<file path="config.mk">
export PLATFORM = sky130hd
export DESIGN_NAME = simd_alu_pipe_flat
export DESIGN_NICKNAME = d
export VERILOG_FILES = /design/src/rtl/simd_alu_pipe_if.sv /design/src/rtl/simd_alu_pipe.sv /design/src/flat_wrapper.sv
export SDC_FILE = /design/constraint.sdc
export NUM_CORES = 1
export LEC_CHECK = 0
export CORE_MARGIN = 4
export CORE_UTILIZATION = 40
export CTS_BUF_LIST = sky130_fd_sc_hd__clkbuf_4
export CTS_CLUSTER_DIAMETER = 30
export CTS_CLUSTER_SIZE = 28
export DETAILED_ROUTE_END_ITERATION = 10
export PLACE_DENSITY = 0.59
export SLEW_MARGIN = 20
export SYNTH_ARGS = -nofsm -noshare
export SYNTH_HDL_FRONTEND = slang
export SYNTH_HIERARCHICAL = 1
export SYNTH_SLANG_ARGS = --single-unit
</file>
<file path="constraint.sdc">
create_clock -name clk -period 6.5 [get_ports clk]
set_clock_uncertainty 0.1 [all_clocks]
set_input_delay 0.975 -clock clk [delete_from_list [all_inputs] [get_ports clk]]
set_output_delay 0.975 -clock clk [all_outputs]
set_load 0.03 [all_outputs]
</file>
<file path="src/rtl/simd_alu_pipe_if.sv">
// Handshake and data bundle for simd_alu_pipe: register-file side in, writeback side out.
interface simd_alu_pipe_if #(
  parameter int LANES  = 4,
  parameter int LANE_W = 8,
  parameter int ACC_W  = 24
);
  logic                     in_valid;
  logic                     in_ready;
  logic [3:0]               aluctrl;
  logic                     acc_clr;
  logic [LANES*LANE_W-1:0]  a;
  logic [LANES*LANE_W-1:0]  b;
  logic                     out_valid;
  logic                     out_ready;
  logic [LANES*LANE_W-1:0]  c;
  logic [LANES*ACC_W-1:0]   acc;

  // master drives transactions and the downstream ready
  modport master (
    output in_valid, aluctrl, acc_clr, a, b, out_ready,
    input  in_ready, out_valid, c, acc
  );

  // slave is the ALU pipe itself
  modport slave (
    input  in_valid, aluctrl, acc_clr, a, b, out_ready,
    output in_ready, out_valid, c, acc
  );
endinterface

</file>
<file path="src/rtl/simd_alu_pipe.sv">
// Two-stage SIMD ALU: S1 registers the request, S2 registers per-lane results.
// Per-lane accumulators live alongside S2 and are what the acc output shows.

// One lane of combinational ALU; evaluated on the S1 contents.
module simd_alu_lane #(
  parameter int LANE_W = 8,
  parameter int ACC_W  = 24
) (
  input  logic [3:0]        op,
  input  logic              clr,
  input  logic [LANE_W-1:0] a,
  input  logic [LANE_W-1:0] b,
  input  logic [ACC_W-1:0]  acc_cur,
  output logic [LANE_W-1:0] c,
  output logic [ACC_W-1:0]  acc_nxt
);
  localparam logic [LANE_W:0] LW = LANE_W;

  logic [LANE_W:0]   sum;
  logic [2*LANE_W-1:0] prod;
  logic [ACC_W-1:0]  mac;
  logic              big_sh;

  // Lane result select; shifts by LANE_W or more flush to zero explicitly.
  always_comb begin
    sum    = {1'b0, a} + {1'b0, b};
    prod   = (2*LANE_W)'(a) * (2*LANE_W)'(b);
    mac    = (clr ? '0 : acc_cur) + ACC_W'(prod);
    big_sh = ({1'b0, b} >= LW);
    acc_nxt = (op == 4'd12) ? mac : acc_cur;
    case (op)
      4'd0:    c = sum[LANE_W-1:0];
      4'd1:    c = a - b;
      4'd2:    c = prod[LANE_W-1:0];
      4'd3:    c = a | b;
      4'd4:    c = a & b;
      4'd5:    c = a ^ b;
      4'd6:    c = big_sh ? '0 : (a << b);
      4'd7:    c = big_sh ? '0 : (a >> b);
      4'd8:    c = sum[LANE_W] ? '1 : sum[LANE_W-1:0];
      4'd9:    c = (a < b) ? '0 : (a - b);
      4'd10:   c = (a < b) ? a : b;
      4'd11:   c = (a < b) ? b : a;
      4'd12:   c = mac[LANE_W-1:0];
      default: c = '0;
    endcase
  end
endmodule

module simd_alu_pipe #(
  parameter int LANES  = 4,
  parameter int LANE_W = 8,
  parameter int ACC_W  = 24
) (
  input  logic           clk,
  input  logic           rst_n,
  simd_alu_pipe_if.slave bus
);
  typedef struct packed {
    logic [3:0]                   op;
    logic                         clr;
    logic [LANES-1:0][LANE_W-1:0] a;
    logic [LANES-1:0][LANE_W-1:0] b;
  } s1_t;

  s1_t                          req, s1_q;
  logic                         s1_valid, s2_valid;
  logic                         s2_adv;
  logic [LANES-1:0][LANE_W-1:0] c_q, c_nxt;
  logic [LANES-1:0][ACC_W-1:0]  acc_q, acc_nxt;

  // Ready chain depends only on pipe state, never on in_valid.
  assign s2_adv       = !s2_valid || bus.out_ready;
  assign bus.in_ready = !s1_valid || s2_adv;
  assign bus.out_valid = s2_valid;
  assign bus.c        = c_q;
  // acc_q only moves when S1 hands off to S2, so it is exactly S2's acc.
  assign bus.acc      = acc_q;

  // Pack the incoming request into the S1 layout.
  always_comb begin
    req     = '0;
    req.op  = bus.aluctrl;
    req.clr = bus.acc_clr;
    req.a   = bus.a;
    req.b   = bus.b;
  end

  for (genvar i = 0; i < LANES; i++) begin : g_lane
    simd_alu_lane #(.LANE_W(LANE_W), .ACC_W(ACC_W)) u_lane (
      .op      (s1_q.op),
      .clr     (s1_q.clr),
      .a       (s1_q.a[i]),
      .b       (s1_q.b[i]),
      .acc_cur (acc_q[i]),
      .c       (c_nxt[i]),
      .acc_nxt (acc_nxt[i])
    );
  end

  // S1: load a new request whenever the stage is free or draining.
  always_ff @(posedge clk or negedge rst_n) begin
    if (!rst_n) begin
      s1_valid <= 1'b0;
      s1_q     <= '0;
    end else if (bus.in_ready) begin
      s1_valid <= bus.in_valid;
      if (bus.in_valid) s1_q <= req;
    end
  end

  // S2 + accumulators: update only on an actual S1->S2 hand-off.
  always_ff @(posedge clk or negedge rst_n) begin
    if (!rst_n) begin
      s2_valid <= 1'b0;
      c_q      <= '0;
      acc_q    <= '0;
    end else if (s2_adv) begin
      s2_valid <= s1_valid;
      if (s1_valid) begin
        c_q   <= c_nxt;
        acc_q <= acc_nxt;
      end
    end
  end
endmodule

</file>
<file path="src/flat_wrapper.sv">
// flat-port wrapper written by rule: the top's interface ports become plain ports
module simd_alu_pipe_flat 
#(
  parameter int LANES  = 4,
  parameter int LANE_W = 8,
  parameter int ACC_W  = 24
)
  (clk, rst_n, bus_in_valid, bus_aluctrl, bus_acc_clr, bus_a, bus_b, bus_out_ready, bus_in_ready, bus_out_valid, bus_c, bus_acc);
  simd_alu_pipe_if #(.LANES(LANES), .LANE_W(LANE_W), .ACC_W(ACC_W)) bus_i ();
  input  logic clk;
  input  logic rst_n;
  input wire logic [$bits(bus_i.in_valid)-1:0] bus_in_valid;
  input wire logic [$bits(bus_i.aluctrl)-1:0] bus_aluctrl;
  input wire logic [$bits(bus_i.acc_clr)-1:0] bus_acc_clr;
  input wire logic [$bits(bus_i.a)-1:0] bus_a;
  input wire logic [$bits(bus_i.b)-1:0] bus_b;
  input wire logic [$bits(bus_i.out_ready)-1:0] bus_out_ready;
  output wire logic [$bits(bus_i.in_ready)-1:0] bus_in_ready;
  output wire logic [$bits(bus_i.out_valid)-1:0] bus_out_valid;
  output wire logic [$bits(bus_i.c)-1:0] bus_c;
  output wire logic [$bits(bus_i.acc)-1:0] bus_acc;
  assign bus_i.in_valid = bus_in_valid;
  assign bus_i.aluctrl = bus_aluctrl;
  assign bus_i.acc_clr = bus_acc_clr;
  assign bus_i.a = bus_a;
  assign bus_i.b = bus_b;
  assign bus_i.out_ready = bus_out_ready;
  assign bus_in_ready = bus_i.in_ready;
  assign bus_out_valid = bus_i.out_valid;
  assign bus_c = bus_i.c;
  assign bus_acc = bus_i.acc;
  simd_alu_pipe #(.LANES(LANES), .LANE_W(LANE_W), .ACC_W(ACC_W)) u_core (.clk(clk), .rst_n(rst_n), .bus(bus_i));
endmodule
</file>
==> impl_results.md <==
* PortBufs at 202
* Pwr Density at ~550 nW/um2
* Mapped Avg Cell Area at 8.75 um2
* Ports at roughly 200
* Status: finished clean
* Period Utilization, post-route at a little over nine tenths
* Flops & latches, synth at 199
* DIE AREA at about 78,000 um2
* CTS tree: yes
* F_max at about 160 MHz
* HP Start: u_core/bus.c[12]$_DFFE_PN0P_
* Non-filler cells, final at 4,590
* Rel. slew slack at between 30% and 40%
* Wirelength per Cell at about 21 um
* Final Hold Fails at 0
* Core area at about 73,000 um2
* Antenna violations before repair at 4
* Number of global-route vias before repair at roughly 26,000
* Routed vias/inst at between 5 and 6
* Reg-to-Reg Start: u_core/s1_q[11]$_DFFE_PN0P_
* Largest net degree at the start of global routing at ~120
* HP Class: reg -> reg
* Ys Warns at 6
* DP Area at roughly 33,000 um2
* Synthesized area at about 30,000 um2
* Cell Rows at 99
* DR vias at roughly 26,000
* Placed instance count at between 4,000 and 5,000
* Highest-count cells in the layout ignoring fill and taps: nor2_1 (365), inv_1 (306), ha_1 (291), nand2_1 (253), clkdlybuf4s50_1 (201)
* Sequential element share of the synthesized area at around 17%
* Critical path capture point: u_core/bus.acc[41]$_DFFE_PN0P_
* Final instance area at 33,800 um2
* Flop pwr share at a little over a tenth
* Switching share of power at between 50% and 60%
* Critical path data required time at 7.06 ns
* Post-synth EDFFs at 0
* Final ANT Viol Nets at 0
* CTS clock-pin slew for the worst setup and hold paths at 0.20 ns
* Post-Syn Nets at around 3,900
* Clock period minus worst slack at 6.21 ns
* Drt drc at 0
* FFs w/ async S/R, synth at 100%
* Syn Inst Count at roughly 3,400
* DP Wirelength at between 70,000 and 80,000 um
* Die height at ~280 um
* R2R depth at 24
* Share of layout cells above drive strength 1 at between 15 and 20%
* Max-slew violation count at 0
* Insertion delay to the later sink of the worst-skew pair at 0.80 ns
* DRT Pass-1 Iters at 5
* Synth Flop Type: dfrtp_1
* Pleak at 15.6 nW
* Startpoint types: flip-flop
* Clock power frac at 4.3%
* GR Util All Layers at roughly a quarter
* Clock sink count at 199
* TNS Setup at 0 ns
* Clock Tree Buf Depth at 2
* Fillers at 7,202
* Crit-path max FO at 8
* Commonest non-fill, non-tap cell in the layout: nor2_1
* Crit path DAT at between 6 and 7 ns
* Initial Utilization at between 40 and 50%
* Capture point of the worst reg-to-reg path: u_core/bus.acc[41]$_DFFE_PN0P_
* CTS buffer count at 17
* Pint at 8.70 mW
* Depth of the CTS H-tree at 4
* Final wirelength at 95,100 um
* Crit. End Element: flip-flop
* RSZ-0062 raised after global routing: false
* Placer Congestion at 0.986
* Final Setup Violations at 0
* Nets at roughly 4,100
* Die Wd at roughly 280 um
* Synth unique cells at about 130
* DRT iter0 DRCs at slightly above 2,000
* CP Class: reg -> reg
* Worst slew pin tran at roughly 1 ns
* Worst reg-to-reg setup slack at roughly 0.29 ns
* Root Buffer Master: clkbuf_4
* Area grow syn2layout at 13.9%
* CP Launch Point: u_core/s1_q[11]$_DFFE_PN0P_
* First-pass GRT wire length at between 100,000 and 150,000 um
* Switching pwr at a little under 10 mW
* Gr ovfl total at 0
* Part of the power in combinational logic at between 80% and 90%
* Maximum vdd drop at around 0.4 mV
* Max-Cap Viols at 0
* Hold path depth at 1
-- routing by layer --
metal | share of wire (%) | up-vias | GRT usage (%)
met5 | 0 | - | 0
met4 | 2.7 | 0 | 7.02
met3 | 6.3 | 136 | 3.94
met2 | 45 | 879 | 37.6
met1 | 46 | 12700 | 34.3
li1 | - | 12400 | -
-- power groups by stage --
stage	logic [mW]	clock network, mW	registers (mW)
6_report	15.9	0.799	1.96
5_1_grt	17.7	0.879	2.02
4_1_cts	15.5	0.850	1.95
3_5_place_dp	15.3	0	1.97
3_3_place_gp	15.3	0	1.97
2_1_floorplan	11.2	0	2.38
-- worst max-delay path, cell delays in order, from the launching register on --
cell and delay (ns):
dfrtp_2 0.50, ha_1 0.23, fa_1 0.46, ha_1 0.29, inv_1 0.05, fa_1 0.51, fa_1 0.56, inv_1 0.07
ha_4 0.25, and2_1 0.15, a22o_1 0.24, o41a_1 0.34, o21a_1 0.20, o21ai_2 0.12, nor2b_2 0.16, xnor2_1 0.12
ha_1 0.29, o21a_1 0.14, o21a_1 0.22, o31ai_1 0.10, a31oi_2 0.17, a21o_4 0.27, a31oi_2 0.20, a221oi_2 0.05
mux2_4 0.28
-- stage by stage --
| step | setup slack (ns) | hold slack, ns | power (mW) | util [%] |
|---|---|---|---|---|
| finish | 0.291 | 0.432 | 18.6 | 46.1 |
| global route | 0.00223 | 0.448 | 20.6 | 46.1 |
| CTS | 0.0499 | 0.441 | 18.3 | 45.5 |
| detailed placement | 0.0625 | 0.392 | 17.3 | 45.1 |
| global placement | 0.203 | 0.391 | 17.2 | 45.1 |
| floorplan | 0.0429 | 0.401 | 13.6 | - |
-- final cells by class --
cell class / instances / area, um2 / share of cell area (%)
Clock buffer: 18 / 135 / 0.400
Clock inverter: 14 / 166 / 0.493
Sequential cell: 199 / 5010 / 14.8
Inverter: 345 / 1310 / 3.88
Timing Repair Buffer: 352 / 3180 / 9.41
Tap cell: 959 / 1200 / 3.56
Antenna cell: 5 / 12.5 / 0.0371
Multi-Input combinational cell: 2698 / 22700 / 67.4
-- how the worst min path moves through the flow --
stage | endpoint | slack [ns]
floorplan | u_core/s1_q[18]$_DFFE_PN0P_ | 0.40
detailed placement | u_core/bus.c[6]$_DFFE_PN0P_ | 0.39
finish | u_core/bus.c[12]$_DFFE_PN0P_ | 0.43
global placement | u_core/bus.c[15]$_DFFE_PN0P_ | 0.39
CTS | u_core/bus.c[30]$_DFFE_PN0P_ | 0.44
global route | u_core/bus.c[30]$_DFFE_PN0P_ | 0.45
-- registers in the layout (all words and copies together), names as in the netlist --
signal                flops
u_core/bus.acc           96
u_core/s1_q              69
u_core/bus.c             32
u_core/bus.out_valid      1
u_core/s1_valid           1
-- repair_timing --
item	CTS	global route
setup buffers	0	14
endpoints found under the hold margin	19	0
hold buffers	1	0
gates resized for setup	0	92
setup endpoints to repair	0	34
-- logic make-up after synthesis --
logic type      Yosys count  share of synthesized area [%]
buf+inv                 487                           7.45
simple gates           1062                           17.1
fa+ha+maj               460                           23.4
xor+xnor                121                           3.70
compound gates          756                           18.1
flops                   199                           16.8
mux                     299                           13.4
-- cell usage after synthesis, drive strengths merged (9+ instances only) --
library cell  number  area share (%)
and2              22            0.47
nor3              73             1.3
xor2              37             1.1
inv              321             4.1
nor2b             99             2.1
o22ai             20            0.44
o2111ai           15            0.46
nand2b            37            0.78
o221ai            11            0.41
xnor2             84             2.6
ha               304              13
fa               156              11
mux2             210             9.6
mux2i             71             2.4
o21bai            25            0.66
a22oi             11            0.28
o21ai            154             2.6
and3              24            0.51
o211ai            38             1.0
nor2             376             4.8
or3               30            0.63
nand4             17            0.36
a211o              9            0.27
a2111oi           10            0.45
o31ai             17            0.43
a221oi            10            0.30
nand2            256             3.3
nor4              21            0.44
o311ai            13            0.41
buf               80             2.3
clkbuf            62            0.79
a21boi            15            0.43
nor3b             13            0.33
clkinv            24            0.30
o31a              12            0.35
a21oi            160             2.8
mux4              18             1.4
dfrtp            199              17
a211oi            50             1.4
nand3             56            0.98
a31oi             22            0.46
o41ai             11            0.35
a21o              40             1.0
o21a              39            0.99
Power figures use the tool's default switching activity.
